[src/rtl/adpll_pkg.sv]
// Shared types, constants and arithmetic helpers for the ADPLL loop filter.
// The integrator and the proportional path both saturate through sat_add.
package adpll_pkg;

  localparam int DEF_ERR_W = 8;
  localparam int DEF_SEL_W = 4;

  typedef enum logic [1:0] {
    ST_IDLE   = 2'd0,
    ST_SETTLE = 2'd1,
    ST_TRACK  = 2'd2,
    ST_LOCKED = 2'd3
  } state_e;

  // Centre frequency code for a given select width.
  function automatic int mid_code(input int sel_w);
    mid_code = 32'sd1 <<< (sel_w - 32'sd1);
  endfunction

  localparam int MID_CODE = mid_code(DEF_SEL_W);

  // Signed add, clamped into [0, hi]. Operands are far narrower than 32 bits.
  function automatic logic signed [31:0] sat_add(input logic signed [31:0] a,
                                                 input logic signed [31:0] b,
                                                 input logic signed [31:0] hi);
    logic signed [31:0] s;
    s = a + b;
    if (s < 32'sd0) begin
      sat_add = 32'sd0;
    end else if (s > hi) begin
      sat_add = hi;
    end else begin
      sat_add = s;
    end
  endfunction

endpackage

[src/rtl/adpll_lock_detect.sv]
// Lock qualifier: counts consecutive small errors to enter lock and uses a
// wider exit threshold so moderate errors do not drop lock (hysteresis).
module adpll_lock_detect
  import adpll_pkg::*;
#(
  parameter int ABS_W    = DEF_ERR_W + 1,
  parameter int LOCK_TOL = 2,
  parameter int LOCK_CNT = 16
) (
  input  logic             clk,
  input  logic             rst_n,
  input  logic             clr,
  input  logic             valid,
  input  logic [ABS_W-1:0] abs_err,
  output logic             locked_next,
  output logic             locked
);

  localparam int CNT_W = $clog2(LOCK_CNT + 1);

  logic [CNT_W-1:0] cnt_r;
  logic [CNT_W-1:0] cnt_nxt_s;
  logic             locked_r;
  logic             locked_nxt_s;
  logic             in_tol_s;
  logic             far_s;

  assign in_tol_s = (abs_err <= ABS_W'(LOCK_TOL));
  assign far_s    = (abs_err > ABS_W'(4 * LOCK_TOL));

  // Next lock counter and lock flag for the current sample.
  always_comb begin
    cnt_nxt_s    = cnt_r;
    locked_nxt_s = locked_r;
    if (clr) begin
      cnt_nxt_s    = {CNT_W{1'b0}};
      locked_nxt_s = 1'b0;
    end else if (valid) begin
      if (locked_r) begin
        cnt_nxt_s = {CNT_W{1'b0}};
        if (far_s) begin
          locked_nxt_s = 1'b0;
        end else begin
          locked_nxt_s = 1'b1;
        end
      end else if (in_tol_s) begin
        if (cnt_r == CNT_W'(LOCK_CNT - 1)) begin
          cnt_nxt_s    = {CNT_W{1'b0}};
          locked_nxt_s = 1'b1;
        end else begin
          cnt_nxt_s = cnt_r + CNT_W'(1);
        end
      end else begin
        cnt_nxt_s = {CNT_W{1'b0}};
      end
    end else begin
      cnt_nxt_s    = cnt_r;
      locked_nxt_s = locked_r;
    end
  end

  // Lock state registers.
  always_ff @(posedge clk) begin
    if (!rst_n) begin
      cnt_r    <= {CNT_W{1'b0}};
      locked_r <= 1'b0;
    end else begin
      cnt_r    <= cnt_nxt_s;
      locked_r <= locked_nxt_s;
    end
  end

  assign locked_next = locked_nxt_s;
  assign locked      = locked_r;

endmodule

[src/rtl/adpll_loop_filter.sv]
// Proportional-integral loop filter driving the ring oscillator frequency code,
// with start-up settling and lock reporting.
module adpll_loop_filter
  import adpll_pkg::*;
#(
  parameter int ERR_W      = DEF_ERR_W,
  parameter int SEL_W      = DEF_SEL_W,
  parameter int FRAC_W     = 8,
  parameter int KP_SHIFT   = 2,
  parameter int KI_SHIFT   = 5,
  parameter int SETTLE_CYC = 32,
  parameter int LOCK_TOL   = 2,
  parameter int LOCK_CNT   = 16
) (
  input  logic             clk_i,
  input  logic             rst_n_i,
  input  logic             enable_i,
  input  logic [ERR_W-1:0] err_i,
  input  logic             err_valid_i,
  output logic [SEL_W-1:0] sel_o,
  output logic             sel_valid_o,
  output logic             osc_enable_o,
  output logic             locked_o
);

  localparam int W      = SEL_W + FRAC_W;
  localparam int SCNT_W = (SETTLE_CYC > 1) ? $clog2(SETTLE_CYC) : 1;
  localparam logic signed [31:0] INTEG_MAX = (32'sd1 <<< W) - 32'sd1;
  localparam logic [SEL_W-1:0]   MID_SEL   = SEL_W'(mid_code(SEL_W));
  localparam logic [W-1:0]       MID_INTEG = {MID_SEL, {FRAC_W{1'b0}}};

  state_e              state_r;
  state_e              state_nxt_s;
  logic [SCNT_W-1:0]   settle_cnt_r;
  logic [SCNT_W-1:0]   settle_cnt_nxt_s;
  logic [W-1:0]        integ_r;
  logic [SEL_W-1:0]    sel_r;
  logic                sel_valid_r;
  logic                osc_en_r;
  logic                tracking_s;
  logic                sample_s;
  logic                lock_next_s;
  logic                locked_s;
  logic signed [31:0]  err_ext_s;
  logic signed [31:0]  integ_n_s;
  logic signed [31:0]  sum_s;
  logic signed [ERR_W:0] err_wide_s;
  logic [ERR_W:0]      abs_err_s;
  logic                unused_s;

  assign tracking_s = enable_i && ((state_r == ST_TRACK) || (state_r == ST_LOCKED));
  assign sample_s   = tracking_s && err_valid_i;
  assign err_ext_s  = {{(32 - ERR_W){err_i[ERR_W-1]}}, err_i};
  assign err_wide_s = {err_i[ERR_W-1], err_i};

  // PI update; the nine-bit magnitude keeps the most negative error unwrapped.
  always_comb begin
    integ_n_s = sat_add($signed({{(32 - W){1'b0}}, integ_r}),
                        err_ext_s <<< (FRAC_W - KI_SHIFT), INTEG_MAX);
    sum_s     = sat_add(integ_n_s, err_ext_s <<< (FRAC_W - KP_SHIFT), INTEG_MAX);
    if (err_i[ERR_W-1]) begin
      abs_err_s = (ERR_W + 1)'(-err_wide_s);
    end else begin
      abs_err_s = err_wide_s;
    end
  end

  assign unused_s = ^{integ_n_s[31:W], sum_s[31:W], sum_s[FRAC_W-1:0]};

  // Next-state logic; enable low overrides every state.
  always_comb begin
    state_nxt_s      = state_r;
    settle_cnt_nxt_s = settle_cnt_r;
    if (!enable_i) begin
      state_nxt_s      = ST_IDLE;
      settle_cnt_nxt_s = {SCNT_W{1'b0}};
    end else begin
      case (state_r)
        ST_IDLE: begin
          state_nxt_s      = ST_SETTLE;
          settle_cnt_nxt_s = {SCNT_W{1'b0}};
        end
        ST_SETTLE: begin
          if (settle_cnt_r == SCNT_W'(SETTLE_CYC - 1)) begin
            state_nxt_s      = ST_TRACK;
            settle_cnt_nxt_s = {SCNT_W{1'b0}};
          end else begin
            settle_cnt_nxt_s = settle_cnt_r + SCNT_W'(1);
          end
        end
        ST_TRACK, ST_LOCKED: begin
          if (lock_next_s) begin
            state_nxt_s = ST_LOCKED;
          end else begin
            state_nxt_s = ST_TRACK;
          end
        end
        default: begin
          state_nxt_s      = ST_IDLE;
          settle_cnt_nxt_s = {SCNT_W{1'b0}};
        end
      endcase
    end
  end

  // State, integrator and output registers.
  always_ff @(posedge clk_i) begin
    if (!rst_n_i) begin
      state_r      <= ST_IDLE;
      settle_cnt_r <= {SCNT_W{1'b0}};
      integ_r      <= MID_INTEG;
      sel_r        <= MID_SEL;
      sel_valid_r  <= 1'b0;
      osc_en_r     <= 1'b0;
    end else begin
      state_r      <= state_nxt_s;
      settle_cnt_r <= settle_cnt_nxt_s;
      sel_valid_r  <= sample_s;
      osc_en_r     <= (state_nxt_s != ST_IDLE);
      if (sample_s) begin
        integ_r <= integ_n_s[W-1:0];
        sel_r   <= sum_s[W-1:FRAC_W];
      end else if (!tracking_s) begin
        integ_r <= MID_INTEG;
        sel_r   <= MID_SEL;
      end else begin
        integ_r <= integ_r;
        sel_r   <= sel_r;
      end
    end
  end

  adpll_lock_detect #(
    .ABS_W   (ERR_W + 1),
    .LOCK_TOL(LOCK_TOL),
    .LOCK_CNT(LOCK_CNT)
  ) u_lock (
    .clk        (clk_i),
    .rst_n      (rst_n_i),
    .clr        (!tracking_s),
    .valid      (sample_s),
    .abs_err    (abs_err_s),
    .locked_next(lock_next_s),
    .locked     (locked_s)
  );

  assign sel_o        = sel_r;
  assign sel_valid_o  = sel_valid_r;
  assign osc_enable_o = osc_en_r;
  assign locked_o     = locked_s;

endmodule
[config.mk]
export PLATFORM = sky130hd
export DESIGN_NAME = adpll_loop_filter
export DESIGN_NICKNAME = d
export VERILOG_FILES = /design/src/rtl/adpll_pkg.sv /design/src/rtl/adpll_lock_detect.sv /design/src/rtl/adpll_loop_filter.sv
export SDC_FILE = /design/constraint.sdc
export NUM_CORES = 1
export LEC_CHECK = 0
export ABC_CLOCK_PERIOD_IN_PS = 6300
export CORE_MARGIN = 2
export CORE_UTILIZATION = 30
export CTS_CLUSTER_DIAMETER = 40
export DETAILED_ROUTE_END_ITERATION = 12
export GPL_TIMING_DRIVEN = 0
export PLACE_DENSITY = 0.45
export SYNTH_ARGS = -nofsm -noshare
export SYNTH_HDL_FRONTEND = slang
export SYNTH_SLANG_ARGS = --single-unit
[constraint.sdc]
create_clock -name clk_i -period 6.3 [get_ports clk_i]
set_input_delay 1.26 -clock clk_i [delete_from_list [all_inputs] [get_ports clk_i]]
set_output_delay 1.26 -clock clk_i [all_outputs]
set_load 0.03 [all_outputs]
Word-level counts from Yosys, hierarchy flattened
Index checks and enable logic that the tools add are counted.
{"block": "word_totals", "output_inout_bits": 7, "romBits": 0, "latch_bits": 0, "mem_count": 0, "ff_bits": 31, "wordCells": 58, "ramBits": 0}
{"block": "op_classes", "n_bitwise": 0, "eq_ne": 6, "mul": 0, "reduce_logical": 9, "muxes": 24, "n_lt_le_gt_ge": 6, "n_shift": 0, "n_div": 0, "addsub": 5}
{"op": "$mux 32", "count": 2}
{"op": "$mux 12", "count": 4}
{"op": "$add 32x14->32", "count": 1}
{"op": "$gt 32x13->1 const B", "count": 1}
{"op": "$lt 32x1->1 const B", "count": 1}
{"op": "$mux 5", "count": 4}
{"op": "$add 13x11->14", "count": 1}
{"op": "$gt 14x13->1 const B", "count": 1}
{"op": "$lt 14x1->1 const B", "count": 1}
{"op": "$add 5x1->5 const B", "count": 2}
{"op": "$pmux 5 s2", "count": 1}
{"op": "$gt 9x4->1 const B", "count": 1}
{"op": "$le 9x2->1 const B", "count": 1}
{"op": "$mux 9", "count": 1}
{"op": "$neg 8->9", "count": 1}
{"op": "$mux 4", "count": 2}
{"op": "$mux 1", "count": 7}
{"op": "$pmux 2 s3", "count": 1}
{"op": "$eq 5x4->1 const B", "count": 1}
{"op": "$eq 5x5->1 const B", "count": 1}
{"op": "$eq 2x2->1 const B", "count": 2}
{"op": "$mux 2", "count": 2}
{"op": "$reduce_and 2->1", "count": 2}
{"op": "$reduce_bool 2->1", "count": 2}
{"op": "6 further kinds", "count": 7}

Longest topological paths before layout
Gate-level depths: netlist (run 1).
{"block": "depth", "ltp_word": 11, "depth_mapped": 22}

Modules after synthesis
A second synthesis (run 1) with hierarchy kept.
{"block": "unflattened", "cells_unflattened": 297, "area_unflattened_um2": 2396.0}
{"module": "adpll_loop_filter", "cells_each": 256, "area_each_um2": 2028.2, "seq_area_each_um2": 440.4, "n_inst": 1}
{"module": "adpll_lock_detect", "cells_each": 41, "area_each_um2": 367.9, "seq_area_each_um2": 120.1, "n_inst": 1}

Worst setup path after synthesis (run 1)
No wires, ideal clock.
{"block": "synth_timing", "kind": "input-to-reg", "start": "input err_i[0]", "end": "register sel_r[0], in the netlist sel_o[0]", "slack_ns": 0.983, "required_time_ns": 6.151, "cell_stages": 22, "arrival_ns": 5.168, "n_path_buf": 0, "cell_sequence": "ha_1 fa_1 nand3_1 a31oi_1 o32a_4 or3_1 nand2_2 nor2_1 nor2_1 ha_1 a21o_1 a21oi_1 nor2_1 nor2_1 nand3_1 o211ai_1 a21boi_1 o21ai_1 ha_1 nand3_1 nor3_1 a41oi_1"}
{"block": "synth_via", "elab_chain_cells": 9, "elab_cells_between_ends": 11}
{"element": "start: declaration", "line": "adpll_loop_filter.sv:18", "rtl": "input logic [ERR_W-1:0] err_i,"}
{"element": "$add 13x11->14", "line": "adpll_pkg.sv:27", "rtl": "s = a + b;"}
{"element": "$gt 14x13->1", "line": "adpll_pkg.sv:30", "rtl": "end else if (s > hi) begin"}
{"element": "$mux 32", "line": "adpll_pkg.sv:30"}
{"element": "$mux 32", "line": "adpll_pkg.sv:28", "rtl": "if (s < 32'sd0) begin"}
{"element": "$add 32x14->32 (*)", "line": "adpll_pkg.sv:27"}
{"element": "$gt 32x13->1", "line": "adpll_pkg.sv:30"}
{"element": "$mux 12", "line": "adpll_pkg.sv:30"}
{"element": "$mux 12 (*)", "line": "adpll_pkg.sv:28"}
{"element": "$mux 4 (*)", "line": "adpll_loop_filter.sv:120", "rtl": "if (sample_s) begin"}
{"element": "end signal: assignment", "line": "adpll_loop_filter.sv:122", "rtl": "sel_r <= sum_s[W-1:FRAC_W];"}
{"element": "end signal: assignment", "line": "adpll_loop_filter.sv:128", "rtl": "sel_r <= sel_r;"}
{"element": "end: declaration", "line": "adpll_loop_filter.sv:37", "rtl": "logic [SEL_W-1:0] sel_r;"}
Every way passes the cells marked *; elsewhere a longest branch is shown, timed or not.
A chain may end at the register's enable or synchronous reset.

Worst setup path after layout (run 1)
Ends and elaborated chain as after synthesis.

==> results of run 1 <==
what timing repair did:
action,in CTS,in global routing
gates resized for setup,1,7
setup endpoints to repair,4,4
hold buffers,0,0
pin swaps,0,1
worst max-delay path: stages:
cell and delay (ns):
clkdlybuf4s50_1 0.52, ha_2 0.27, fa_1 0.41, nand3_1 0.12, a31oi_1 0.15, o32a_4 0.43
or3_1 0.40, nand2_4 0.16, nor2_1 0.10, nor2_2 0.14, ha_1 0.25, a21o_1 0.16
a21oi_1 0.21, nor2_1 0.07, nor2_2 0.17, nand3_1 0.12, o211ai_1 0.13, a21boi_1 0.11
o21ai_1 0.13, ha_1 0.13, nand3_1 0.11, nor3_4 0.30, a41oi_1 0.16
worst paths after layout:
| check | from | end | depth (start not counted) | slack, ns |
|---|---|---|---|---|
| hold / removal | integ_r[7] | integ_r[7] | 2 | 0.47 |
| hold reg to reg | integ_r[7] | integ_r[7] | 2 | 0.47 |
| setup reg to reg | integ_r[3] | sel_o[0] | 22 | 1.67 |
| setup / recovery | err_i[0] | sel_o[0] | 23 | 0.43 |
cell usage after synthesis, types with 3 or more instances:
library cell	instances
xor2_1	5
inv_1	11
a21oi_1	23
dfxtp_1	28
a22oi_1	3
o21a_1	4
xnor2_1	8
nand2b_1	5
a31oi_1	4
o21ai_0	12
a211oi_1	4
nor2_1	32
a211oi_2	3
o211ai_1	4
nand3_1	11
a21o_1	3
nor3_1	5
nor3b_1	3
clkbuf_1	3
ha_1	24
a41oi_1	4
o21ai_1	7
nand2_1	24
or3_1	3
logic make-up after synthesis:
group                    after synthesis  synth area share, %
AND/OR/NAND/NOR                       98                20.85
other                                  1               0.1632
buffers and inverters                 19                4.137
AO/OA/AOI/OAI                         91                29.34
multiplexers                           3                1.361
adder cells (fa/ha/maj)               26                14.81
XOR/XNOR                              13                4.954
flip-flops                            28                24.39
through the flow:
step                      TNS, ns  hold slack (ns)  power (mW)  utilization, %  instances
after floorplan                 0           0.4304      0.2619               -        279
after global placement     -1.513           0.4444      0.2914           35.50        396
after detailed placement   -1.311           0.4550      0.2916           35.50        396
after CTS                       0           0.4716      0.4441           36.54        400
after global routing            0           0.4968      0.4676           36.87        400
final                           0           0.4681      0.4391           36.87        400
power groups by stage:
stage	clock network, mW	registers [mW]	logic, mW
2_1_floorplan	0	0.183	0.0788
3_3_place_gp	0	0.182	0.109
3_5_place_dp	0	0.183	0.109
4_1_cts	0.155	0.179	0.110
5_1_grt	0.163	0.179	0.126
6_report	0.149	0.178	0.112
cell type report:
cell class | instances | area [um^2]
clock buffers | 3 | 41.29
inverters | 12 | 45.04
multi-input cells | 232 | 1669
repair buffers | 18 | 182.7
clock inverters | 1 | 30.03
flip-flops and latches | 28 | 560.5
plain buffers | 7 | 50.05
fillers | 789 | 4628
well taps | 99 | 123.9
routing by layer:
| metal | part of all wire (%) | vias to the layer above | GRT usage (%) |
|---|---|---|---|
| met5 | 0 | - | 0 |
| met4 | 0.56 | 0 | 2.273 |
| met3 | 2.8 | 4 | 2.241 |
| met2 | 44 | 24 | 23.16 |
| met1 | 52 | 975 | 20.74 |
| li1 | - | 1071 | - |
registers in the layout, indices dropped and copies added, names as in the netlist:
name           count
u_lock.cnt_r       5
osc_enable_o       1
integ_r            9
state_r            2
sel_valid_o        1
sel_o              4
u_lock.locked      1
settle_cnt_r       5
==> metrics.md, run 1 <==
| Metric | Value |
|---|---|
| Synth top area cells | `dfxtp_1, ha_1, nor2_1` |
| Port bufs | `18` |
| Vias per std cell | `5.185` |
| Post-synth ARST share | `0%` |
| Cell Int Power | `just over 0.3 mW` |
| Share of cells above drive strength 1 | `10.63%` |
| Main synth FF type | `dfxtp_1` |
| Fin. max-slew vios | `0` |
| TritonCTS Buffers | `3` |
| Final Cycle Share | `93.16%` |
| Setup skew after layout | `0.002673 ns` |
| Antenna Nets Post-Route | `0` |
| Max H-tree Level | `1` |
| Sink Count | `28` |
| Sequential fraction of the synthesis area | `between 20 and 25%` |
| Grt ovf | `0` |
| Clock Pin Slew Worst Setup and Hold Paths | `around 0.11 ns` |
| Most common cell after layout, fill and taps aside | `nor2_1` |
| Share of power burned in registers | `~41%` |
| Flops & latches, synth | `28` |
| Diodes inserted | `0` |
| Fin area | `0.002703 mm^2` |
| Min cycle time layout | `5.869 ns` |
| Core area | `roughly 0.0073 mm^2` |
| Layout area overhead | `17.58%` |
| Comb pwr share | `25.4%` |
| Max VDD drop | `0.0001133 V` |
| Mapped Cells | `279` |
| WP data arrival | `6.03 ns` |
| Synth area leader | `dfxtp_1` |
| Top cell type's share of synthesized area | `24.39%` |
| Area after DPL | `0.002603 mm^2` |
| Highest Clock Rate | `170.4 MHz` |
| Min-Delay Path Class | `flop to flop` |
| Fin worst setup slack | `0.4310 ns` |
| Yosys cell types | `62` |
| Clock group share of total power | `approximately a third` |
| Net switching power | `between 0.1 and 0.15 mW` |
| Hold Violations, Final | `0` |
| Iter 0 DRT Violations | `between 60 and 70` |
| RSZ-0062 raised after global routing | `no` |
| DRT Pass-1 Iters | `4` |
| Largest net degree at the start of global routing | `17` |
| DRC | `0` |
| Drt wl/cell | `14.25 um` |
| CTS tree | `done` |
| Crit Path Max Fanout | `9` |
| Total setup buffers inserted after CTS | `0` |
| Height of the die | `91.53 um` |
| Max-cap violation count | `0` |
| Number of synthesized flops with an enable pin | `0` |
| WS Path Type | `input pin to flop` |
| Switching part of the total | `29.14%` |
| Core Rows | `31` |
| Number of global-route vias before repair | `2002` |
| Antenna violations before repair | `0` |
| Syn nets | `roughly 320` |
| Post-Place Setup Slack | `-0.3464 ns` |
| First-pass GRT wire length | `9867 um` |
| Final WL | `5698 um` |
| Slew @ Worst Pin | `around 0.61 ns` |
| Die W | `91.53 um` |
| Critical Path RT | `around 6.5 ns` |
| Slew margin rel. | `59.20%` |
| GP Congestion | `~0.8` |
| Crit. End Element | `flop` |
| Clk root buf | `clkbuf_8` |
| Clock tree buffer depth | `2` |
| IO Count | `19` |
| Leakage power | `1.090 nW` |
| Finish-stage setup viols | `0` |
| Initial Util | `31.35%` |
| Skew-Pair Late Insertion Delay | `0.28 ns` |
| Critical Path Start Type | `input pin` |
| Detail Placement HPWL | `4447 um` |
| Synth warn | `0` |
| Die ar. | `0.008378 mm^2` |
| Syn Area/Cell | `slightly above 8 um^2` |
| Vias after detailed routing | `2074` |
| Final #Nets | `between 300 and 400` |
| Most frequent cells in the layout | `nor2_1, dfxtp_1, nand2_1` |
| GRT Util Overall | `around 14%` |
| Power per cell area | `around 160 mW/mm^2` |
| Status | `complete, no violations` |
| Synthesized area | `0.002298 mm^2` |
Note: power is estimated with default switching activity, not from simulation.
==> run 2: changes to the inputs <==
--- a/config.mk
+++ b/config.mk
@@ -5,7 +5,7 @@
 export SDC_FILE = /design/constraint.sdc
 export NUM_CORES = 1
 export LEC_CHECK = 0
-export ABC_CLOCK_PERIOD_IN_PS = 6300
+export CAP_MARGIN = 30
 export CORE_MARGIN = 2
 export CORE_UTILIZATION = 30
 export CTS_CLUSTER_DIAMETER = 40
==> results of run 2 <==
Final layout, timing and power as in run 1 (identical DEF).
==> variant, RTL diff (settings of run 1) <==
Add an input register stage for `enable_i`, `err_i` and `err_valid_i`, without a reset; this delays them by one clock.
--- a/src/rtl/adpll_loop_filter.sv
+++ b/src/rtl/adpll_loop_filter.sv
@@ -30,4 +30,14 @@
   localparam logic [W-1:0]       MID_INTEG = {MID_SEL, {FRAC_W{1'b0}}};
 
+  logic enable_q;
+  logic [ERR_W-1:0] err_q;
+  logic err_valid_q;
+
+  always_ff @(posedge clk_i) begin
+    enable_q    <= enable_i;
+    err_q       <= err_i;
+    err_valid_q <= err_valid_i;
+  end
+
   state_e              state_r;
   state_e              state_nxt_s;
@@ -49,8 +59,8 @@
   logic                unused_s;
 
-  assign tracking_s = enable_i && ((state_r == ST_TRACK) || (state_r == ST_LOCKED));
-  assign sample_s   = tracking_s && err_valid_i;
-  assign err_ext_s  = {{(32 - ERR_W){err_i[ERR_W-1]}}, err_i};
-  assign err_wide_s = {err_i[ERR_W-1], err_i};
+  assign tracking_s = enable_q && ((state_r == ST_TRACK) || (state_r == ST_LOCKED));
+  assign sample_s   = tracking_s && err_valid_q;
+  assign err_ext_s  = {{(32 - ERR_W){err_q[ERR_W-1]}}, err_q};
+  assign err_wide_s = {err_q[ERR_W-1], err_q};
 
   // PI update; the nine-bit magnitude keeps the most negative error unwrapped.
@@ -59,5 +69,5 @@
                         err_ext_s <<< (FRAC_W - KI_SHIFT), INTEG_MAX);
     sum_s     = sat_add(integ_n_s, err_ext_s <<< (FRAC_W - KP_SHIFT), INTEG_MAX);
-    if (err_i[ERR_W-1]) begin
+    if (err_q[ERR_W-1]) begin
       abs_err_s = (ERR_W + 1)'(-err_wide_s);
     end else begin
@@ -72,5 +82,5 @@
     state_nxt_s      = state_r;
     settle_cnt_nxt_s = settle_cnt_r;
-    if (!enable_i) begin
+    if (!enable_q) begin
       state_nxt_s      = ST_IDLE;
       settle_cnt_nxt_s = {SCNT_W{1'b0}};
Formal check against the unedited RTL: not equivalent (Yosys sat finds a counterexample within 4 cycles, from zero or initial values and one cycle with rst_n_i low).
==> variant against run 1 <==
- worst hold slack got worse by 34 ps
- final area rose by 5.9%
- register-to-register slack got worse by 1200 ps
- sequential share of layout area rose by 5.8 points
- total power rose by 18%
- synthesized cell count rose by 2.9%
- worst setup slack improved by 86 ps
- first-iteration DRC count fell by 27%
- critical path depth rose by 2
- synthesized area rose by 6.9%
- sequential cell count rose by 10
- clock skew rose by 1.1 ps
- routed wire length rose by 1.0%
- critical path type is now flip-flop to flip-flop
==> variant: results <==
route:
  drtIter0Drc: 46
  via_per_inst: 5.108
  routed_wl_um: 5757
run_status:
  status: "completed"
grt:
  grt_max_degree: 13
  first_global_vias: 2046
  grt_pass1_wl_um: 9915
setup_path:
  critPathMaxFanout: 10
  critPathSlowestCell: "dfxtp_1"
  cpPeakStageDelay_ps: 640
  critPathArrivalTime_ps: 5930
  r2r_setup_slack_ps: 520
  r2r-start: "err_q[1]"
  cp-endpoint: "sel_o[3]"
finish:
  fin_nets: 350
  reg.largest.list: "integ_r (9), err_q (8)"
  drive_gt1_frac: 0.07348
sta:
  period_minus_slack_ps: 5783
  timing.hold.ws_ps: 433.7
  clock_skew_ps: 3.818
pwr:
  leakagePower_nw: 1.157
  ir_worst_vdd_mv: 0.06864
clock_network:
  cts_resized: 0
  htreeDepth: 2
  cts_made_buffers: 5
  clk_pin_slew_ps: 70
placement:
  dp_slack_ps: 489.3
  dpl.hpwl_um: 4471
  place_congestion: 0.7788
synthesis:
  syn_nets: 325
  synthTopCellsByArea: "dfxtp_1, ha_1, a21oi_1, nor2_1, o21ai_0"
  ys_seq_area_frac: 0.3097
worst_hold_path:
  holdPathEnd: "u_lock.cnt_r[4]"
## variant: cell types whose count changed after synthesis, moves of 4 or more
cell / delta
nand2_1: -9
nand3_1: -4
mux2i_1: +4
a21o_1: +4
dfxtp_1: +10
o21ai_1: -4
a21oi_1: +4
o21ai_0: +7
nor2b_1: +4
## variant: kinds of logic after synthesis
group | Yosys count | synth area share
AOI/OAI and AO/OA | 95 | 0.2598
xor gates and xnor gates | 13 | 0.04636
adders and majority gates | 26 | 0.1386
buffers and inverters | 17 | 0.02649
DFF | 38 | 0.3097
muxes | 6 | 0.02445
other | 1 | 0.001527
and+or+nand+nor | 91 | 0.1931
## variant: power breakdown
group          total (mW)  switching [mW]  internal (mW)  leakage, nW
Clock               0.173          0.0854         0.0879       0.0472
Sequential          0.252         0.00795          0.244        0.311
Combinational      0.0934          0.0507         0.0427        0.799
Total               0.519           0.144          0.375         1.16
## variant: per-layer routing
metal,up-vias,wire length (um),GRT usage
met1,992,2849,0.1900
met3,9,178,0.02873
met2,29,2617,0.2244
met5,-,0,0
li1,1105,-,-
met4,0,112,0.04227
## variant: area by class of cell
type / count / area [um^2]
fill: 903 / 5230
multi-input combinational: 232 / 1630
clock buffer: 6 / 82.58
clock inverter: 2 / 12.51
inverter: 11 / 41.29
sequential: 38 / 760.7
buffer: 6 / 23.77
timing repair buffer: 18 / 180.2
tap: 105 / 131.4
## variant: metrics by stage
stage	instances	instance area (um^2)	util
finish	418	2863	0.3537
global placement	410	2768	0.3420
detailed placement	410	2768	0.3420
floorplan	287	2456	-
global route	418	2863	0.3537
CTS	418	2863	0.3537
## variant: critical path, delay by kind of cell, from the launching register on
family	cells	cell delay [ps]
AO/OA/AOI/OAI	16	3330
adder cells (fa/ha/maj)	4	1210
flip-flops	1	640
AND/OR/NAND/NOR	4	380
buffers and inverters	1	90
